`src/rtl/cpu_mem_defs.sv`:
```
// Shared definitions for the memory arbiter slice.
// Contents: default bus widths and burst limit, the arbiter FSM state
// encoding, and the grant codes shown on the debug grant port.
package cpu_mem_defs;

    localparam int unsigned ADDR_W_DEF    = 8;
    localparam int unsigned DATA_W_DEF    = 8;
    localparam int unsigned MAX_BURST_DEF = 4;

    // Each access takes two cycles: an ACC cycle (address/write) and then an RSP cycle (data/ack).
    typedef enum logic [2:0] {
        ST_IDLE    = 3'd0,
        ST_CPU_ACC = 3'd1,
        ST_CPU_RSP = 3'd2,
        ST_DMA_ACC = 3'd3,
        ST_DMA_RSP = 3'd4
    } state_t;

    typedef enum logic [1:0] {
        GNT_NONE = 2'b00,
        GNT_CPU  = 2'b01,
        GNT_DMA  = 2'b10
    } grant_t;

endpackage

```
`src/rtl/rr_pick2.sv`:
```
// Two-way round-robin picker with a DMA lock override. Purely combinational.
// Ports:
//   cpu_req, dma_req : pending requests
//   last_grant       : owner of the most recently completed access
//   lock             : DMA burst lock; DMA wins when it is set and DMA is requesting
//   pick_c           : one-hot pick, bit 0 = CPU, bit 1 = DMA, all zero = none
module rr_pick2
    import cpu_mem_defs::*;
(
    input  logic       cpu_req,
    input  logic       dma_req,
    input  grant_t     last_grant,
    input  logic       lock,
    output logic [1:0] pick_c
);

    always_comb begin
        pick_c = 2'b00;
        if (lock && dma_req) begin
            pick_c = 2'b10;
        end else if (cpu_req && dma_req) begin
            // On a tie, the requester that was not served last wins.
            pick_c = (last_grant == GNT_CPU) ? 2'b10 : 2'b01;
        end else if (cpu_req) begin
            pick_c = 2'b01;
        end else if (dma_req) begin
            pick_c = 2'b10;
        end
    end

endmodule

```
`src/rtl/mem_arbiter.sv`:
```
// Arbiter that lets the CPU path and a DMA/loader port share one synchronous-read memory.
// Every access is an ACC cycle followed by an RSP cycle. Arbitration is round-robin,
// and a DMA burst may lock the memory for at most MAX_BURST beats.
// Ports:
//   Clk, Reset                     : clock, asynchronous active-high reset
//   cpu_req/addr/wdata/write       : CPU request, held until cpu_ack
//   cpu_rdata, cpu_ack             : CPU read data (live in RSP, held afterwards), completion strobe
//   dma_req/addr/wdata/write/last  : DMA request, held until dma_ack; last ends a burst
//   dma_rdata, dma_ack             : DMA read data, completion strobe
//   mem_addr/wdata/write, mem_rdata: memory interface; read data arrives one cycle after the address
//   grant                          : current owner (debug)
module mem_arbiter
    import cpu_mem_defs::*;
#(
    parameter int unsigned ADDR_W    = ADDR_W_DEF,
    parameter int unsigned DATA_W    = DATA_W_DEF,
    parameter int unsigned MAX_BURST = MAX_BURST_DEF
) (
    input  logic              Clk,
    input  logic              Reset,
    input  logic              cpu_req,
    input  logic [ADDR_W-1:0] cpu_addr,
    input  logic [DATA_W-1:0] cpu_wdata,
    input  logic              cpu_write,
    output logic [DATA_W-1:0] cpu_rdata,
    output logic              cpu_ack,
    input  logic              dma_req,
    input  logic [ADDR_W-1:0] dma_addr,
    input  logic [DATA_W-1:0] dma_wdata,
    input  logic              dma_write,
    input  logic              dma_last,
    output logic [DATA_W-1:0] dma_rdata,
    output logic              dma_ack,
    output logic [ADDR_W-1:0] mem_addr,
    output logic [DATA_W-1:0] mem_wdata,
    output logic              mem_write,
    input  logic [DATA_W-1:0] mem_rdata,
    output logic [1:0]        grant
);

    localparam int unsigned CNT_W = $clog2(MAX_BURST + 1);

    state_t              state, state_d;
    grant_t              last_grant, last_grant_d;
    logic                lock, lock_d;
    logic [CNT_W-1:0]    burst_cnt, burst_cnt_d;
    logic [CNT_W-1:0]    burst_inc_c;
    logic [DATA_W-1:0]   cpu_rdata_q, cpu_rdata_d;
    logic [DATA_W-1:0]   dma_rdata_q, dma_rdata_d;
    logic [1:0]          pick_c;

    rr_pick2 u_pick (
        .cpu_req    (cpu_req),
        .dma_req    (dma_req),
        .last_grant (last_grant),
        .lock       (lock),
        .pick_c     (pick_c)
    );

    assign burst_inc_c = burst_cnt + CNT_W'(1);

    // State register
    always_ff @(posedge Clk or posedge Reset) begin
        if (Reset) begin
            state <= ST_IDLE;
        end else begin
            state <= state_d;
        end
    end

    // Arbitration history, burst lock and read-data holding registers
    always_ff @(posedge Clk or posedge Reset) begin
        if (Reset) begin
            last_grant  <= GNT_DMA;
            lock        <= 1'b0;
            burst_cnt   <= '0;
            cpu_rdata_q <= '0;
            dma_rdata_q <= '0;
        end else begin
            last_grant  <= last_grant_d;
            lock        <= lock_d;
            burst_cnt   <= burst_cnt_d;
            cpu_rdata_q <= cpu_rdata_d;
            dma_rdata_q <= dma_rdata_d;
        end
    end

    // Next-state, register updates and memory/requester outputs
    always_comb begin
        state_d      = state;
        last_grant_d = last_grant;
        lock_d       = lock;
        burst_cnt_d  = burst_cnt;
        cpu_rdata_d  = cpu_rdata_q;
        dma_rdata_d  = dma_rdata_q;
        mem_addr     = '0;
        mem_wdata    = '0;
        mem_write    = 1'b0;
        grant        = GNT_NONE;
        cpu_ack      = 1'b0;
        dma_ack      = 1'b0;
        cpu_rdata    = cpu_rdata_q;
        dma_rdata    = dma_rdata_q;

        unique case (state)
            ST_IDLE: begin
                // When the lock holder stops requesting, the burst is released. The picker
                // then arbitrates normally in this same cycle.
                if (lock && !dma_req) begin
                    lock_d      = 1'b0;
                    burst_cnt_d = '0;
                end
                if (pick_c[1]) begin
                    state_d = ST_DMA_ACC;
                end else if (pick_c[0]) begin
                    state_d = ST_CPU_ACC;
                end
            end
            ST_CPU_ACC: begin
                grant     = GNT_CPU;
                mem_addr  = cpu_addr;
                mem_wdata = cpu_wdata;
                mem_write = cpu_write;
                state_d   = ST_CPU_RSP;
            end
            ST_CPU_RSP: begin
                grant        = GNT_CPU;
                cpu_ack      = 1'b1;
                last_grant_d = GNT_CPU;
                state_d      = ST_IDLE;
                if (!cpu_write) begin
                    cpu_rdata   = mem_rdata;
                    cpu_rdata_d = mem_rdata;
                end
            end
            ST_DMA_ACC: begin
                grant     = GNT_DMA;
                mem_addr  = dma_addr;
                mem_wdata = dma_wdata;
                mem_write = dma_write;
                state_d   = ST_DMA_RSP;
            end
            ST_DMA_RSP: begin
                grant        = GNT_DMA;
                dma_ack      = 1'b1;
                last_grant_d = GNT_DMA;
                state_d      = ST_IDLE;
                if (!dma_write) begin
                    dma_rdata   = mem_rdata;
                    dma_rdata_d = mem_rdata;
                end
                // The lock stays set while the burst continues and stays under MAX_BURST beats.
                if (!dma_last && (32'(burst_inc_c) < MAX_BURST)) begin
                    lock_d      = 1'b1;
                    burst_cnt_d = burst_inc_c;
                end else begin
                    lock_d      = 1'b0;
                    burst_cnt_d = '0;
                end
            end
            default: begin
                state_d = ST_IDLE;
            end
        endcase
    end

endmodule
```
`config.mk`:
```
export PLATFORM = sky130hd
export DESIGN_NAME = mem_arbiter
export DESIGN_NICKNAME = d
export VERILOG_FILES = /design/src/rtl/cpu_mem_defs.sv /design/src/rtl/rr_pick2.sv /design/src/rtl/mem_arbiter.sv
export SDC_FILE = /design/constraint.sdc
export NUM_CORES = 1
export LEC_CHECK = 0
export CORE_ASPECT_RATIO = 2
export CORE_MARGIN = 8
export CORE_UTILIZATION = 38
export CTS_CLUSTER_DIAMETER = 30
export DETAILED_ROUTE_END_ITERATION = 16
export GPL_TIMING_DRIVEN = 1
export MAX_ROUTING_LAYER = met4
export PLACE_DENSITY = 0.89
export SLEW_MARGIN = 0
export SYNTH_ARGS = -nofsm -noshare
export SYNTH_HDL_FRONTEND = slang
export SYNTH_HIERARCHICAL = 1
export SYNTH_SLANG_ARGS = --single-unit
```
`constraint.sdc`:
```
create_clock -name Clk -period 5.2 [get_ports Clk]
set_input_delay 1.04 -clock Clk [delete_from_list [all_inputs] [get_ports Clk]]
set_output_delay 1.04 -clock Clk [all_outputs]
set_load 0.05 [all_outputs]
```
* After elaboration in Yosys (flattened, before gate mapping)
Index checks and enable logic that the tools add are counted.
Operators by class: add/subtract/negate cells 1, $lt $le $gt $ge 1, equal/unequal tests 7, mux-type cells 25, reductions and logical operators 12
Operator list (number):
- $mux 8 | 4
- $pmux 8 s2 | 2
- $mux 3 | 4
- $mux 2 | 5
- $pmux 3 s3 | 1
- $pmux 2 s2 | 2
- $eq 3x2->1 const B | 2
- $pmux 3 s2 | 1
- $logic_and 1x1->1 | 4
- $mux 1 | 4
- $pmux 1 s2 | 2
- $reduce_bool 2->1 | 2
- $reduce_or 2->1 | 2
- $add 3x1->3 const B | 1
- $eq 3x1->1 const B | 1
- $eq 3x3->1 const B | 1
- $logic_not 3->1 | 1
- $lt 3x3->1 const B | 1
- $ne 3x3->1 const B | 1
- $eq 2x1->1 const B | 1
- $logic_not 1->1 | 2
- $ne 2x2->1 const B | 1
- $reduce_and 2->1 | 1
Storage, ports and cells: register bits after elaboration 25, input port bits 47, output and inout port bits 37, word-level logic and storage cells 52

* Logic depth before layout (Yosys ltp)
Gate-level depths: netlist of run 1.
depth after elaboration 7, mapped depth 5, gate-level depth less buffers 4

* Hierarchy
The synthesis of run 1 kept the hierarchy.
Modules (own cells, without submodules):
- mem_arbiter | times used 1, cells an instance 96, area an instance 1201.2 um^2, sequential area each 626.9 um^2
- rr_pick2 | times used 1, cells an instance 5, area an instance 37.5 um^2, sequential area each 0.0 um^2

* Worst setup path after synthesis of run 1
OpenSTA, ideal clock, no wires.
path kind input-to-output, start input port dma_write, end output port dma_rdata[5], arrival 1.770 ns, required time 4.160 ns, slack 2.390 ns, stages 2, path buffers 0, cells stage by stage nor2_4 mux2_1
Between the ends: word-level cells in the longest chain between the ends 2
RTL lines:
- start, declared | line mem_arbiter.sv:30 | input logic dma_write,
- $mux 8 | line mem_arbiter.sv:148 | if (!dma_write) begin
- $mux 8 | line mem_arbiter.sv:105 | unique case (state)
- end, declared | line mem_arbiter.sv:32 | output logic [DATA_W-1:0] dma_rdata,
No other way between the ends.

* Worst setup path in the final report of run 1
start input port cpu_write, end output port cpu_rdata[0]
Between the ends: word-level cells in the longest chain between the ends 2
RTL lines:
- start, declared | line mem_arbiter.sv:24 | input logic cpu_write,
- $mux 8 | line mem_arbiter.sv:131 | if (!cpu_write) begin
- $mux 8 | line mem_arbiter.sv:105
- end, declared | line mem_arbiter.sv:25 | output logic [DATA_W-1:0] cpu_rdata,
No other way between the ends.

==> results of run 1 <==
==> metrics by stage <==
step           std cells  power (uW)  setup slack (ps)
2_1_floorplan        101        1040              2390
6_report             213        1470              1260
4_1_cts              213        1480              1240
3_3_place_gp         209        1350              1300
3_5_place_dp         209        1370              1240
5_1_grt              213        1530              1210
==> worst paths after layout <==
check	start	endpoint	slack, ps	cells after the start
setup / recovery	cpu_write	cpu_rdata[0]	1260	4
setup reg to reg	state[2]	dma_rdata_q[6]	3460	3
hold reg to reg	last_grant[1]	last_grant[1]	480	2
hold / removal	last_grant[1]	last_grant[1]	480	2
min in group asynchronous	Reset	lock	1270	2
max in group asynchronous	Reset	cpu_rdata_q[1]	3360	2
==> final cells by class <==
class / count / area share, %
timing repair buffer: 83 / 39.1
sequential: 25 / 29.5
multi-input combinational: 64 / 26.4
clock buffer: 3 / 1.94
tap: 31 / 1.82
inverter: 6 / 1.06
clock inverter: 1 / 0.235
==> sequential cells by signal (all words and copies together) (netlist names) <==
signal and cells:
cpu_rdata_q 8, dma_rdata_q 8, burst_cnt 3, state 3
last_grant 2, lock 1
==> cells by family after synthesis <==
group | count (synthesis)
adders and majority gates | 1
AOI/OAI and AO/OA | 24
buffers and inverters | 12
DFF | 25
and+or+nand+nor | 21
xor gates and xnor gates | 1
muxes | 17
==> placed cells by master, fill, tap and decap left out <==
master           count
nand2b_1             2
and2_1               1
and3b_1              1
dfstp_2              1
o22ai_1              1
clkbuf_8             3
nor3_1               1
o21ai_1              1
mux2_2              14
ha_1                 1
nand2_1              4
o21ai_0              2
nor2_4               2
nor2_1               3
xor2_1               1
mux2_1               2
or3b_1               2
inv_1                6
nor2b_1              1
a22o_1              17
mux2i_1              1
clkinv_2             1
o2bb2ai_2            1
or2_2                1
nor3b_2              1
clkdlybuf4s50_1     83
o21a_1               2
dfrtp_1             24
nor2b_4              1
or3_4                1
==> power breakdown <==
part	total (uW)	switching, uW	internal, uW
Sequential	325	40.9	284
Clock	109	55.8	53.4
Combinational	1030	658	375
==> routing by layer <==
metal | vias up | wire [um] | track usage, %
li1 | 523 | - | -
met1 | 527 | 1400 | 13.7
met2 | 54 | 2280 | 27.4
met3 | 8 | 285 | 5.37
met4 | 0 | 93 | 4.66
met5 | - | 0 | -
==> worst max-delay path, stage by stage <==
cell	delay [ps]
clkdlybuf4s50_1	470
nor2_4	280
mux2_2	390
clkdlybuf4s50_1	720
==> flow_summary.ini, run 1 <==
[clock_network]
numCtsBuffers = 3
tritoncts = yes
cts.repair.resized = 0
clockBufferDepth = 2
root_buffer = clkbuf_8
post-cts-setup-buffers = 0
ctsHoldBuffers = 0
htreeDepth = 1
cts.clk_slew.worst_paths_ps = 80
clk_latency_ps = 260
cts.sinks = 25

[routing]
wl_per_cell_um = 19.1
antenna_left = 0
first_pass_iters = 4
via_count = 1112
drtIter0Drc = 26
via_per_inst = 5.22
wirelength_um = 4060
drc = 0

[final_layout]
num-nets-final = 231
fin_util_pct = 67.3
stdcell_area_um2 = 2130
layout-drive-gt1-share_pct = 14.3
regArea_um2 = 627
n_fill_cell = 239
multi_input_area_um2 = 561
antenna_cells = 0
syn_to_final_growth_pct = 71.6

[synth]
synth.avg_cell_area_um2 = 12.3
syn_area_um2 = 1240
synth-main-ff-cell = dfrtp_1
synth_seq_cells = 25
muxShareOfSynthArea_pct = 15.4
postSynthCellCount = 101
synth-simple-area-share_pct = 12.0
synthTopCellsByArea = dfrtp_1, mux2_2, a22o_1, dfstp_2, inv_1
synth_top_family_by_area = compound AO/OA/AOI/OAI gates
syn_nets = 149
yosysSeqAreaShare_pct = 50.6
synth_compound_area_share_pct = 16.2
synth_cell_type_count = 30
yosysTopAreaCellShare_pct = 48.5
synth_edf_count = 0
synthTopCellsByCount = dfrtp_1, a22o_1, mux2_2, inv_1, nand2_1
ys_warn_count = 6
synth-xor-area-share_pct = 0.707
yosysTopAreaCell = dfrtp_1
ys_async_sr_fraction_pct = 100
yosysMostFrequentCell = dfrtp_1
yosys.area_share.adder_pct = 1.01

[die]
die_x_um = 56.4
core_area_um2 = 3160
fp.dieH_um = 96.7
rows = 29
pin_count = 84
fp.dieArea_um2 = 5450
start_util_pct = 39.2

[timing]
worst_pin_slew_ps = 1060
max_slew_margin_pct = 29.0
setup_viol = 0
slew_viol_final = 0
hold_slack_ps = 484
setup_tns_ps = 0
post-route-period-util_pct = 75.8
fmax_mhz = 254
timing_hold_violations_final = 0
fin_skew_ps = 7.66
rsz0062_at_grt = no
fin_crit_ps = 3940

[critical_path]
critPathRequiredTime_ps = 4160
crit_type = input port to primary output
crit_arrival_ps = 2900
path_max_fanout = 8
crit_path_start_kind = input port
endpoint_kind = primary output

[place]
io_buffers = 83
place_congestion = 0.791
place_area_um2 = 2080
dp_hpwl_um = 3420

[global_route]
first_global_vias = 1208
grt_max_degree = 26
grt_pass1_wl_um = 6460
grt_util_all_layers_pct = 15.0
antenna_found_initial = 0
overflow = 0

[pwr]
pwr_density_cell_nw_per_um2 = 690
vdd_drop_max_v = 0.000697
p_leak_uw = 0.000914

[worst_hold_path]
hold_class = register to register

[run]
maxCapViolCount = 0

[status]
status = finished, final reports clean
No activity file was read; power rests on OpenSTA's default activity.
==> run 2, diff against run 1 <==
Settings changed: CORE_UTILIZATION 38 to 32, PLACE_DENSITY 0.89 to 0.81.
Clock period 5.2 ns to 3.35 ns, I/O delays scaled along.
==> flow_summary.ini, run 2 (synthesis results as in run 1) <==
[pwr]
pwr_density_cell_nw_per_um2 = 1060
p_leak_uw = 0.000933
vdd_drop_max_v = 0.000554
total_power_uw = 2250

[routing]
via_count = 1107
drtIter0Drc = 10
via_per_inst = 4.73
first_pass_iters = 3
wl_per_cell_um = 17.8
wirelength_um = 4170
antenna_left = 0
drc = 0

[timing]
worst_pin_slew_ps = 905
max_slew_margin_pct = 39.6
fmax_mhz = 322
setup_slack_ps = 241
slew_viol_final = 0
hold_slack_ps = 484
fin_skew_ps = 8.30
post-route-period-util_pct = 92.8
fin_crit_ps = 3110
timing_hold_violations_final = 0
rsz0062_at_grt = no
setup_tns_ps = 0
setup_viol = 0

[die]
pin_count = 84
fp.dieH_um = 104
die_x_um = 60.0
start_util_pct = 32.6
core_area_um2 = 3800
rows = 32
fp.dieArea_um2 = 6240

[clock_network]
ctsHoldBuffers = 0
tritoncts = yes
cts.sinks = 25
cts.clk_slew.worst_paths_ps = 80
post-cts-setup-buffers = 0
clk_latency_ps = 260
clockBufferDepth = 2
htreeDepth = 1
cts.repair.resized = 0
numCtsBuffers = 3
root_buffer = clkbuf_8

[final_layout]
syn_to_final_growth_pct = 71.2
final_common_cell = clkdlybuf4s50_1
layout_common_cells = clkdlybuf4s50_1, dfrtp_1, a22o_1, buf_4, mux2_2
antenna_cells = 0
largestRegisters = cpu_rdata_q x8, dma_rdata_q x8
stdcell_area_um2 = 2120
num-nets-final = 232
layout-drive-gt1-share_pct = 23.5

[status]
status = finished, final reports clean

[global_route]
use_met3_pct = 3.84
grt_max_degree = 26
grt_pass1_wl_um = 6420
antenna_found_initial = 0
grt_util_all_layers_pct = 13.8
grt_use_met2_pct = 26.1
first_global_vias = 1246
busiest_layer = met2
overflow = 0
use_met1_pct = 12.3

[critical_path]
worst_r2r_path_depth = 3
critPathRequiredTime_ps = 2680
timing.rr.end = cpu_rdata_q[2]
crit_type = register to primary output
crit_arrival_ps = 2440
endpoint_kind = primary output
crit_path_start_kind = register
reg2reg_from = state[2]
path_max_fanout = 19
reg2reg_slack_ps = 1590

[worst_hold_path]
hp-start = last_grant[1]
hold_class = register to register
whs_path_depth = 2
holdPathEnd = last_grant[1]

[place]
place_congestion = 0.849
io_buffers = 83
dp_slack_ps = 522
place_area_um2 = 2070
dp_hpwl_um = 3540

[run]
maxCapViolCount = 0
-- run 2: critical path: stages (launching register included) --
cell and delay [ps]:
dfrtp_1 460, and3b_1 660, a22o_1 250, clkdlybuf4s50_1 810
-- run 2: per-layer routing --
metal / wire length, um / part of all wire, %
met4: 102 / 2.4
met5: 0 / 0
met2: 2340 / 56
met3: 310 / 7.4
met1: 1420 / 34
-- run 2: metrics by stage --
| step | utilization [%] | instances |
|---|---|---|
| after global routing | 55.8 | 234 |
| after global placement | 54.5 | 230 |
| after CTS | 55.8 | 234 |
| after floorplan | - | 101 |
| final | 55.8 | 234 |
| after detailed placement | 54.5 | 230 |
-- run 2: worst max-delay path by stage --
stage	startpoint	endpoint	slack, ps	depth (start not counted)
5_1_grt	state[2]	mem_addr[6]	110	3
2_1_floorplan	state[2]	cpu_rdata[0]	1030	5
6_report	state[2]	mem_wdata[7]	240	3
4_1_cts	state[2]	mem_addr[6]	230	3
3_3_place_gp	cpu_write	mem_write	530	3
3_5_place_dp	state[2]	mem_addr[6]	520	3
-- run 2: report_power, final --
| part | total [uW] | internal (uW) | switching, uW | leakage (uW) |
|---|---|---|---|---|
| sequential | 503 | 440 | 62.3 | 0.000306 |
| combinational | 1570 | 550 | 1020 | 0.000605 |
| clock | 175 | 84.0 | 90.9 | 0.0000217 |
-- run 2: cell type report --
class / count / area, um^2
fill: 321 / 1680
timing repair buffer: 84 / 798
sequential: 25 / 627
multi-input combinational: 64 / 561
tap: 51 / 63.8
clock buffer: 3 / 41.3
inverter: 6 / 22.5
clock inverter: 1 / 7.51
==> run 3, diff against run 2 <==
Settings changed: GPL_TIMING_DRIVEN 1 to 0, PLACE_DENSITY 0.81 to 0.77.
==> flow_summary.ini, run 3 (synthesis results as in run 1) <==
[critical_path]
max_stage_delay_ps = 430
reg2reg_slack_ps = 1530
cp_slowest_cell = dlygate4sd2_1
critPathRequiredTime_ps = 2680
crit_type = register to primary output
reg2reg_from = state[2]
endpoint_kind = primary output
cp.depth = 6
worst_r2r_path_depth = 5
critPathBufInv = 3
crit_path_start_kind = register
crit_arrival_ps = 2410
critical-path-top-delay-family = buffers and inverters
path_max_fanout = 8
cp_cell_sequence = buf_4, or3b_1, clkbuf_1, nor2_4, mux2_2, dlygate4sd2_1
timing.rr.end = cpu_rdata_q[6]

[timing]
rsz0062_at_grt = no
timing_hold_violations_final = 0
fin_crit_ps = 3080
setup_tns_ps = 0
worst_pin_slew_ps = 945
fmax_mhz = 325
max_slew_margin_pct = 37.0
fin_skew_ps = 3.96
post-route-period-util_pct = 91.8
setup_viol = 0
slew_viol_final = 0

[clock_network]
clockBufferDepth = 2
numCtsBuffers = 3
cts.clk_slew.worst_paths_ps = 80
ctsHoldBuffers = 0
root_buffer = clkbuf_8
cts.sinks = 25
htreeDepth = 1
clk_latency_ps = 270
tritoncts = yes

[final_layout]
layoutNonFillerInstCount = 239
layout_common_cells = clkdlybuf4s50_1, dfrtp_1, a22o_1
syn_to_final_growth_pct = 76.7
layout-drive-gt1-share_pct = 15.4
largestRegisters = cpu_rdata_q x8, dma_rdata_q x8
num-nets-final = 237
antenna_cells = 0
final_common_cell = clkdlybuf4s50_1

[worst_hold_path]
hp-start = last_grant[1]
holdPathEnd = last_grant[1]
hold_class = register to register
whs_path_depth = 2

[routing]
wirelength_um = 4120
wl_met3_um = 188
via_per_inst = 4.69
drc = 0
antenna_left = 0
wl_per_cell_um = 17.2
wl_met1_um = 1430
topRoutingLayerUsed = met4
via_count = 1122
first_pass_iters = 4
drtIter0Drc = 18
wl_met2_um = 2390

[die]
start_util_pct = 32.6
die_x_um = 60.0
fp.dieH_um = 104
fp.dieArea_um2 = 6240
core_area_um2 = 3800
pin_count = 84
rows = 32

[global_route]
overflow = 0
first_global_vias = 1255
grt_pass1_wl_um = 6440
grt_max_degree = 26
grt_util_all_layers_pct = 13.8
antenna_found_initial = 0

[run]
maxCapViolCount = 0

[place]
place_inst = 235
place_congestion = 0.799
dp_hpwl_um = 3480
io_buffers = 83

[pwr]
total_power_uw = 2230
pwr_density_cell_nw_per_um2 = 1020
vdd_drop_max_v = 0.000566
p_leak_uw = 0.00109

[status]
status = finished, final reports clean
run 3: changes by cell type in the layout (fill, tap and decap cells not counted), sizes merged:
| cell | before | now |
|---|---|---|
| buf | 17 | 3 |
| clkbuf | 3 | 7 |
| clkdlybuf4s50 | 67 | 58 |
| clkinvlp | 1 | 0 |
| dlygate4sd2 | 0 | 16 |
| dlymetal6s2s | 0 | 9 |
run 3: final cells by class:
type | count | area [um^2]
plain buffers | 6 | 30.0
clock buffers | 4 | 45.0
fillers | 320 | 1620
inverters | 6 | 22.5
multi-input cells | 64 | 567
flip-flops and latches | 25 | 627
well taps | 51 | 63.8
repair buffers | 83 | 833
run 3: per-layer routing:
layer	vias to the layer above	global-route usage [%]
met4	0	4.82
li1	534	-
met3	8	2.23
met2	39	25.3
met1	541	13.5
met5	-	-
run 3: power breakdown:
part	internal [uW]	leakage (uW)	switching (uW)
logic	532	0.000758	1020
clock network	85.0	0.0000228	90.5
registers	440	0.000306	59.6
total	1060	0.00109	1170
run 3: worst register-to-register path: cells and delay by family (launching register included):
family | cells | cell delay [ps]
simple gates | 2 | 620
mux | 1 | 390
flops | 1 | 360
buf+inv | 2 | 340
run 3: worst max-delay path by stage:
stage,start,to,slack (ps)
6_report,state[2],cpu_rdata[4],270
5_1_grt,state[2],cpu_rdata[4],160
4_1_cts,state[2],mem_wdata[7],1
3_5_place_dp,cpu_write,cpu_rdata[4],130
3_3_place_gp,dma_write,dma_rdata[4],130
2_1_floorplan,state[2],cpu_rdata[0],1030
run 3: timing repair:
action | in CTS | in global routing
buffers inserted | 0 | 0
endpoints found under the setup margin | 16 | 10
pin swaps | 0 | 0
resized for setup | 16 | 12
run 3: stage by stage:
step	cell area [um^2]	hold WS, ps	util [%]	setup WS [ps]
after detailed placement	2130	470	56.1	130
after global placement	2130	461	56.1	134
after global routing	2190	509	57.5	160
final	2190	484	57.5	273
after CTS	2160	484	56.7	1.36
after floorplan	1240	448	-	1030
